<file path="src/rtl/rsa_sched.sv">
// -----------------------------------------------------------------------------
// rsa_sched -- RSA decryption scheduler for one 8-symbol block.
//
// Collects eight ciphertext symbols and the key material (p, q, e). It drives
// p/q/e to an external key-generation IP and captures the modulus n and the
// private exponent d that the IP returns. It then decrypts each symbol with
// MSB-first square-and-multiply (m = c^d mod n) and streams the eight
// plaintext symbols back out in input order.
//
// Ports
//   clk        system clock, all state on rising edge
//   rst        asynchronous active-high reset
//   in_valid   high for 8 consecutive beats per operation
//   in_p/in_q  primes, sampled on the first beat only
//   in_e       public exponent, sampled on the first beat only
//   in_c       ciphertext symbol, one per beat
//   ip_p/ip_q  registered primes to the key IP
//   ip_e       registered public exponent to the key IP
//   ip_n/ip_d  modulus and private exponent from the key IP (combinational)
//   out_valid  high for 8 consecutive cycles per operation
//   out_m      decrypted symbol, zero whenever out_valid is low
// -----------------------------------------------------------------------------
module rsa_sched #(
   parameter int WIDTH = 4
) (
   input  logic               clk,
   input  logic               rst,
   input  logic               in_valid,
   input  logic [WIDTH-1:0]   in_p,
   input  logic [WIDTH-1:0]   in_q,
   input  logic [2*WIDTH-1:0] in_e,
   input  logic [2*WIDTH-1:0] in_c,
   output logic [WIDTH-1:0]   ip_p,
   output logic [WIDTH-1:0]   ip_q,
   output logic [2*WIDTH-1:0] ip_e,
   input  logic [2*WIDTH-1:0] ip_n,
   input  logic [2*WIDTH-1:0] ip_d,
   output logic               out_valid,
   output logic [2*WIDTH-1:0] out_m
);

   localparam int EW = 2 * WIDTH;      // word width of n, d, c, m
   localparam int PW = 4 * WIDTH;      // full product width, no truncation before mod
   localparam int BW = $clog2(EW);     // exponent bit counter width

   typedef enum logic [2:0] {IDLE, LOAD, KEY, EXP, OUT} state_t;

   state_t         state, state_nx;
   logic [EW-1:0]  slot_mem [8];
   logic [2:0]     slot_cnt;           // write slot in LOAD, symbol in EXP, read slot in OUT
   logic [BW-1:0]  bit_cnt;
   logic [EW-1:0]  n_r, d_r, r_q;

   logic           last_bit;
   logic [BW-1:0]  bit_idx;
   logic [EW-1:0]  c_mod, r_base, sq_mod, r_nx;
   logic [PW-1:0]  prod_sq, prod_mul;

   // ---------------------------------------------------------------------------
   // Square-and-multiply step: r = r*r mod n, then (if bit set) r = r*c mod n,
   // both in one cycle. r restarts at 1 on the first bit of every symbol.
   // ---------------------------------------------------------------------------
   // NOTE: combinational blocks use blocking assignments and give every output
   // a default first, so no path can leave a value held and infer a latch.
   always_comb begin
      last_bit = (bit_cnt == BW'(EW - 1));
      bit_idx  = BW'(EW - 1) - bit_cnt;
      c_mod    = EW'(PW'(slot_mem[slot_cnt]) % PW'(n_r));
      r_base   = (bit_cnt == '0) ? EW'(1) : r_q;
      prod_sq  = PW'(r_base) * PW'(r_base);
      sq_mod   = EW'(prod_sq % PW'(n_r));
      prod_mul = PW'(sq_mod) * PW'(c_mod);
      r_nx     = d_r[bit_idx] ? EW'(prod_mul % PW'(n_r)) : sq_mod;
   end

   // ---------------------------------------------------------------------------
   // FSM: state register + next-state / output decode.
   // ---------------------------------------------------------------------------
   // NOTE: sequential state is written with non-blocking assignments so every
   // register samples pre-edge values regardless of statement order.
   always_ff @(posedge clk or posedge rst) begin
      if (rst) state <= IDLE;
      else     state <= state_nx;
   end

   always_comb begin
      state_nx  = state;
      out_valid = 1'b0;
      out_m     = '0;
      unique case (state)
         IDLE: if (in_valid) state_nx = LOAD;
         LOAD: if (in_valid && slot_cnt == 3'd7) state_nx = KEY;
         KEY:  state_nx = EXP;
         EXP:  if (last_bit && slot_cnt == 3'd7) state_nx = OUT;
         OUT: begin
            out_valid = 1'b1;
            out_m     = slot_mem[slot_cnt];
            if (slot_cnt == 3'd7) state_nx = IDLE;
         end
         default: state_nx = IDLE;
      endcase
   end

   // ---------------------------------------------------------------------------
   // Datapath registers. in_valid only has an effect in IDLE and LOAD.
   // ---------------------------------------------------------------------------
   // NOTE: the symbol buffer is reset along with the other state so that an
   // aborted operation can never leak old plaintext onto out_m.
   always_ff @(posedge clk or posedge rst) begin
      if (rst) begin
         ip_p     <= '0;
         ip_q     <= '0;
         ip_e     <= '0;
         n_r      <= '0;
         d_r      <= '0;
         r_q      <= '0;
         slot_cnt <= '0;
         bit_cnt  <= '0;
         for (int i = 0; i < 8; i++) slot_mem[i] <= '0;
      end else begin
         unique case (state)
            IDLE: begin
               if (in_valid) begin
                  ip_p        <= in_p;
                  ip_q        <= in_q;
                  ip_e        <= in_e;
                  slot_mem[0] <= in_c;
                  slot_cnt    <= 3'd1;
               end
            end
            LOAD: begin
               if (in_valid) begin
                  slot_mem[slot_cnt] <= in_c;
                  slot_cnt           <= slot_cnt + 3'd1;   // wraps to 0 after slot 7
               end
            end
            KEY: begin
               n_r     <= ip_n;
               d_r     <= ip_d;
               bit_cnt <= '0;
            end
            EXP: begin
               r_q <= r_nx;
               if (last_bit) begin
                  slot_mem[slot_cnt] <= r_nx;
                  slot_cnt           <= slot_cnt + 3'd1;   // wraps to 0 for OUT
                  bit_cnt            <= '0;
               end else begin
                  bit_cnt <= bit_cnt + BW'(1);
               end
            end
            OUT: slot_cnt <= slot_cnt + 3'd1;              // wraps to 0 for next load
            default: ;
         endcase
      end
   end

endmodule

</file>
<file path="config.mk">
export PLATFORM = sky130hd
export DESIGN_NAME = rsa_sched
export DESIGN_NICKNAME = d
export VERILOG_FILES = /design/src/rtl/rsa_sched.sv
export SDC_FILE = /design/constraint.sdc
export NUM_CORES = 1
export LEC_CHECK = 0
export CORE_UTILIZATION = 50
export DETAILED_ROUTE_END_ITERATION = 8
export PLACE_DENSITY = 0.67
export SYNTH_ARGS = -nofsm -noshare
export SYNTH_HDL_FRONTEND = slang
export SYNTH_SLANG_ARGS = --single-unit
</file>
<file path="constraint.sdc">
create_clock -name clk -period 212.5 [get_ports clk]
set_input_delay 31.875 -clock clk [delete_from_list [all_inputs] [get_ports clk]]
set_output_delay 31.875 -clock clk [all_outputs]
set_load 0.005 [all_outputs]
</file>
==> run summary <==
Antenna cells -> 0
Clk_lat worst skew -> 0.43 ns
FF+latch count, synth -> 113
Total number of vias -> 25,200
Initial drt markers -> 1,792
DR pass1 iterations -> 6
Global Route Usage Sum -> 28.6%
Layout fillers -> 4,753
DRC -> 0
Top-area cell type share of the netlist area -> 18.2%
H-Tree Depth -> 4
Total CTS buffers -> 17
Measured slew at the worst slew-check pin -> 1.30 ns
Rel. slew slack -> 12.7%
Final setup vio count -> 0
Clk buf depth -> 2
Final period util -> 37.5%
Most common cell in the netlist -> ha_1
Core Util, Final -> 54.6%
Placed Cells -> 3,988
Gate Count Post-Synth -> 3,278
Area after DPL -> 0.0274 mm2
I/O pins -> 68
Max Fclk -> 12.6 MHz
Input/output buffers -> 67
Post-CTS Hold Fix Bufs -> 0
Core region area -> 0.0513 mm2
Non-filler cells, final -> 4,019
Final Cell Area -> 0.0280 mm2
Unrepaired setup endpoints after global routing -> no
Critical Path Slowest Stage Cell -> mux2i_1
Final nets -> 3,810
YS warnings -> 0
Share of layout cells above drive strength 1 -> 9.25%
Worst path max stage delay -> 0.94 ns
Hpwl dp -> 59.5 mm
Wire length after detailed routing -> 76.2 mm
CTS Root Cell -> clkbuf_16
Commonest cells post-synth -> ha_1 (376), nor2_1 (338), nand2_1 (239)
Clock transition at path regs -> 0.06 ns
FFs w/ async S/R, synth -> 100%
Avg Vias per Cell -> 6.27
Cell mode on critical path -> o21a_1
Post-synth top area cell -> ha_1
Top post-synthesis cells by area -> ha_1 (18%), dfrtp_1 (11%), mux2_2 (6.0%), o21a_1 (5.0%), fa_1 (4.9%)
Per-cell routed wire length -> 19.0 um
Routability congestion estimate -> 0.956
Critical Path End Type -> flop
Critical Path Start Type -> flop
Clk_skew -> 0.0153 ns
Die H -> 230 um
Die width -> 230 um
Largest net degree at the start of global routing -> 59
Post-synth cell types -> 120
CTS resizes -> 0
CTS tree -> yes
Initial Util -> 50.5%
Final Hold Vio Count -> 0
Fin. max-slew vios -> 0
Synth Cell Area -> 0.0259 mm2
Synth Flop Type -> dfrtp_1
Post-synth EDFFs -> 0
Max Cap Violations -> 0
Status -> completed
# rows -> 83
Die Footprint -> 0.0527 mm2
Routed Antenna Nets -> 0
Mean Syn Cell Area -> 7.91 um2
Crit path kind -> flop to flop
Postcts setup bufs -> 0
Final period demand of the worst path -> 79.60 ns
Vias in the first global route -> 24,500
Worst EP required -> 212.86 ns
Post-synthesis sequential area ratio -> 10.9%
First-pass GRT wire length -> 125 mm
Crit path arrival time -> 79.96 ns
Grt ovf -> 0
Total clock sinks -> 113
Crit Path Max Fanout -> 32
Antenna violations before repair -> 0
Setup TNS -> 0 ns
Synthesis-to-finish area growth -> 8.15%
Class of the worst hold path -> flop to flop
layer usage:
metal  GRT usage, %  vias to the layer above  part of all wire [%]
li1               -                    12300                     -
met1           38.5                    12100                    45
met2           47.8                      747                    46
met3           3.10                      129                   5.2
met4           9.06                        0                   2.9
met5              0                        -                     0
cells by family (layout without fill, tap and decap cells):
kind of cell / after synthesis / count (layout) / synth area share [%]
compound gates: 973 / 973 / 26.5
simple gates: 1137 / 1137 / 21.5
xor+xnor: 138 / 138 / 4.66
fa+ha+maj: 442 / 442 / 23.2
mux: 203 / 203 / 9.03
buf+inv: 271 / 325 / 4.11
other cells: 1 / 8 / 0.0145
flops: 113 / 113 / 10.9
flip-flops by register name (all words and copies together), names as in the netlist:
name,count
slot_mem,64
d_r,8
ip_e,8
n_r,8
r_q,8
ip_p,4
ip_q,4
bit_cnt,3
slot_cnt,3
state,3
through the flow:
stage / hold WS (ns) / worst slack, ns
4_1_cts: 0.501 / 134.05
3_3_place_gp: 0.483 / 137.41
5_1_grt: 0.514 / 126.02
2_1_floorplan: 0.472 / 143.42
3_5_place_dp: 0.488 / 134.32
6_report: 0.502 / 132.90
worst max-delay path: cells and delay by family (launching register included):
| kind | cells | cell delay, ns |
|---|---|---|
| buf+inv | 19 | 2.27 |
| compound gates | 190 | 41.09 |
| simple gates | 92 | 18.63 |
| fa+ha+maj | 44 | 14.95 |
| mux | 5 | 1.99 |
| flops | 1 | 0.47 |
final cells by class:
class                   instances  area (um2)  share of cell area (%)
multi-input cells            2901       22100                    78.7
flip-flops and latches        113        2830                    10.1
repair buffers                 97         896                    3.20
well taps                     680         851                    3.04
inverters                     197         742                    2.65
clock buffers                  22         464                    1.66
clock inverters                 9         180                   0.643
worst paths after layout:
check | start | endpoint | slack (ns) | cells past startpoint
setup / recovery | bit_cnt[0]$_DFFE_PP0P_ | slot_mem[27]$_DFFE_PP0P_ | 132.90 | 350
hold / removal | slot_mem[43]$_DFFE_PP0P_ | slot_mem[43]$_DFFE_PP0P_ | 0.50 | 1
setup reg to reg | bit_cnt[0]$_DFFE_PP0P_ | slot_mem[27]$_DFFE_PP0P_ | 132.90 | 350
hold reg to reg | slot_mem[43]$_DFFE_PP0P_ | slot_mem[43]$_DFFE_PP0P_ | 0.50 | 1
max in group asynchronous | rst | slot_mem[22]$_DFFE_PP0P_ | 179.22 | 3
min in group asynchronous | rst | n_r[7]$_DFFE_PP0P_ | 31.95 | 2
cells in the final DEF, fill, tap and decap left out, types with 28 or more instances in the layout:
master / synthesis / routed
a21o_1: 90 / 90
a21oi_1: 171 / 171
and2_1: 31 / 31
and3_1: 32 / 32
buf_4: 5 / 30
clkdlybuf4s50_1: 0 / 67
dfrtp_1: 113 / 113
fa_1: 64 / 64
ha_1: 376 / 376
inv_1: 194 / 187
mux2_2: 137 / 137
mux2i_1: 51 / 51
nand2_1: 239 / 239
nand2b_1: 64 / 64
nand3_1: 66 / 66
nand4_1: 28 / 28
nor2_1: 338 / 337
nor2b_1: 35 / 35
nor3_1: 172 / 170
o211ai_1: 33 / 33
o21a_1: 173 / 173
o21ai_0: 153 / 153
o31ai_1: 68 / 68
or3_1: 29 / 29
xnor2_1: 84 / 84
xor2_1: 54 / 54
Power is left out: the tool's default activity adds up to more than one toggle a clock period on the data nets, which glitch-free logic cannot reach.
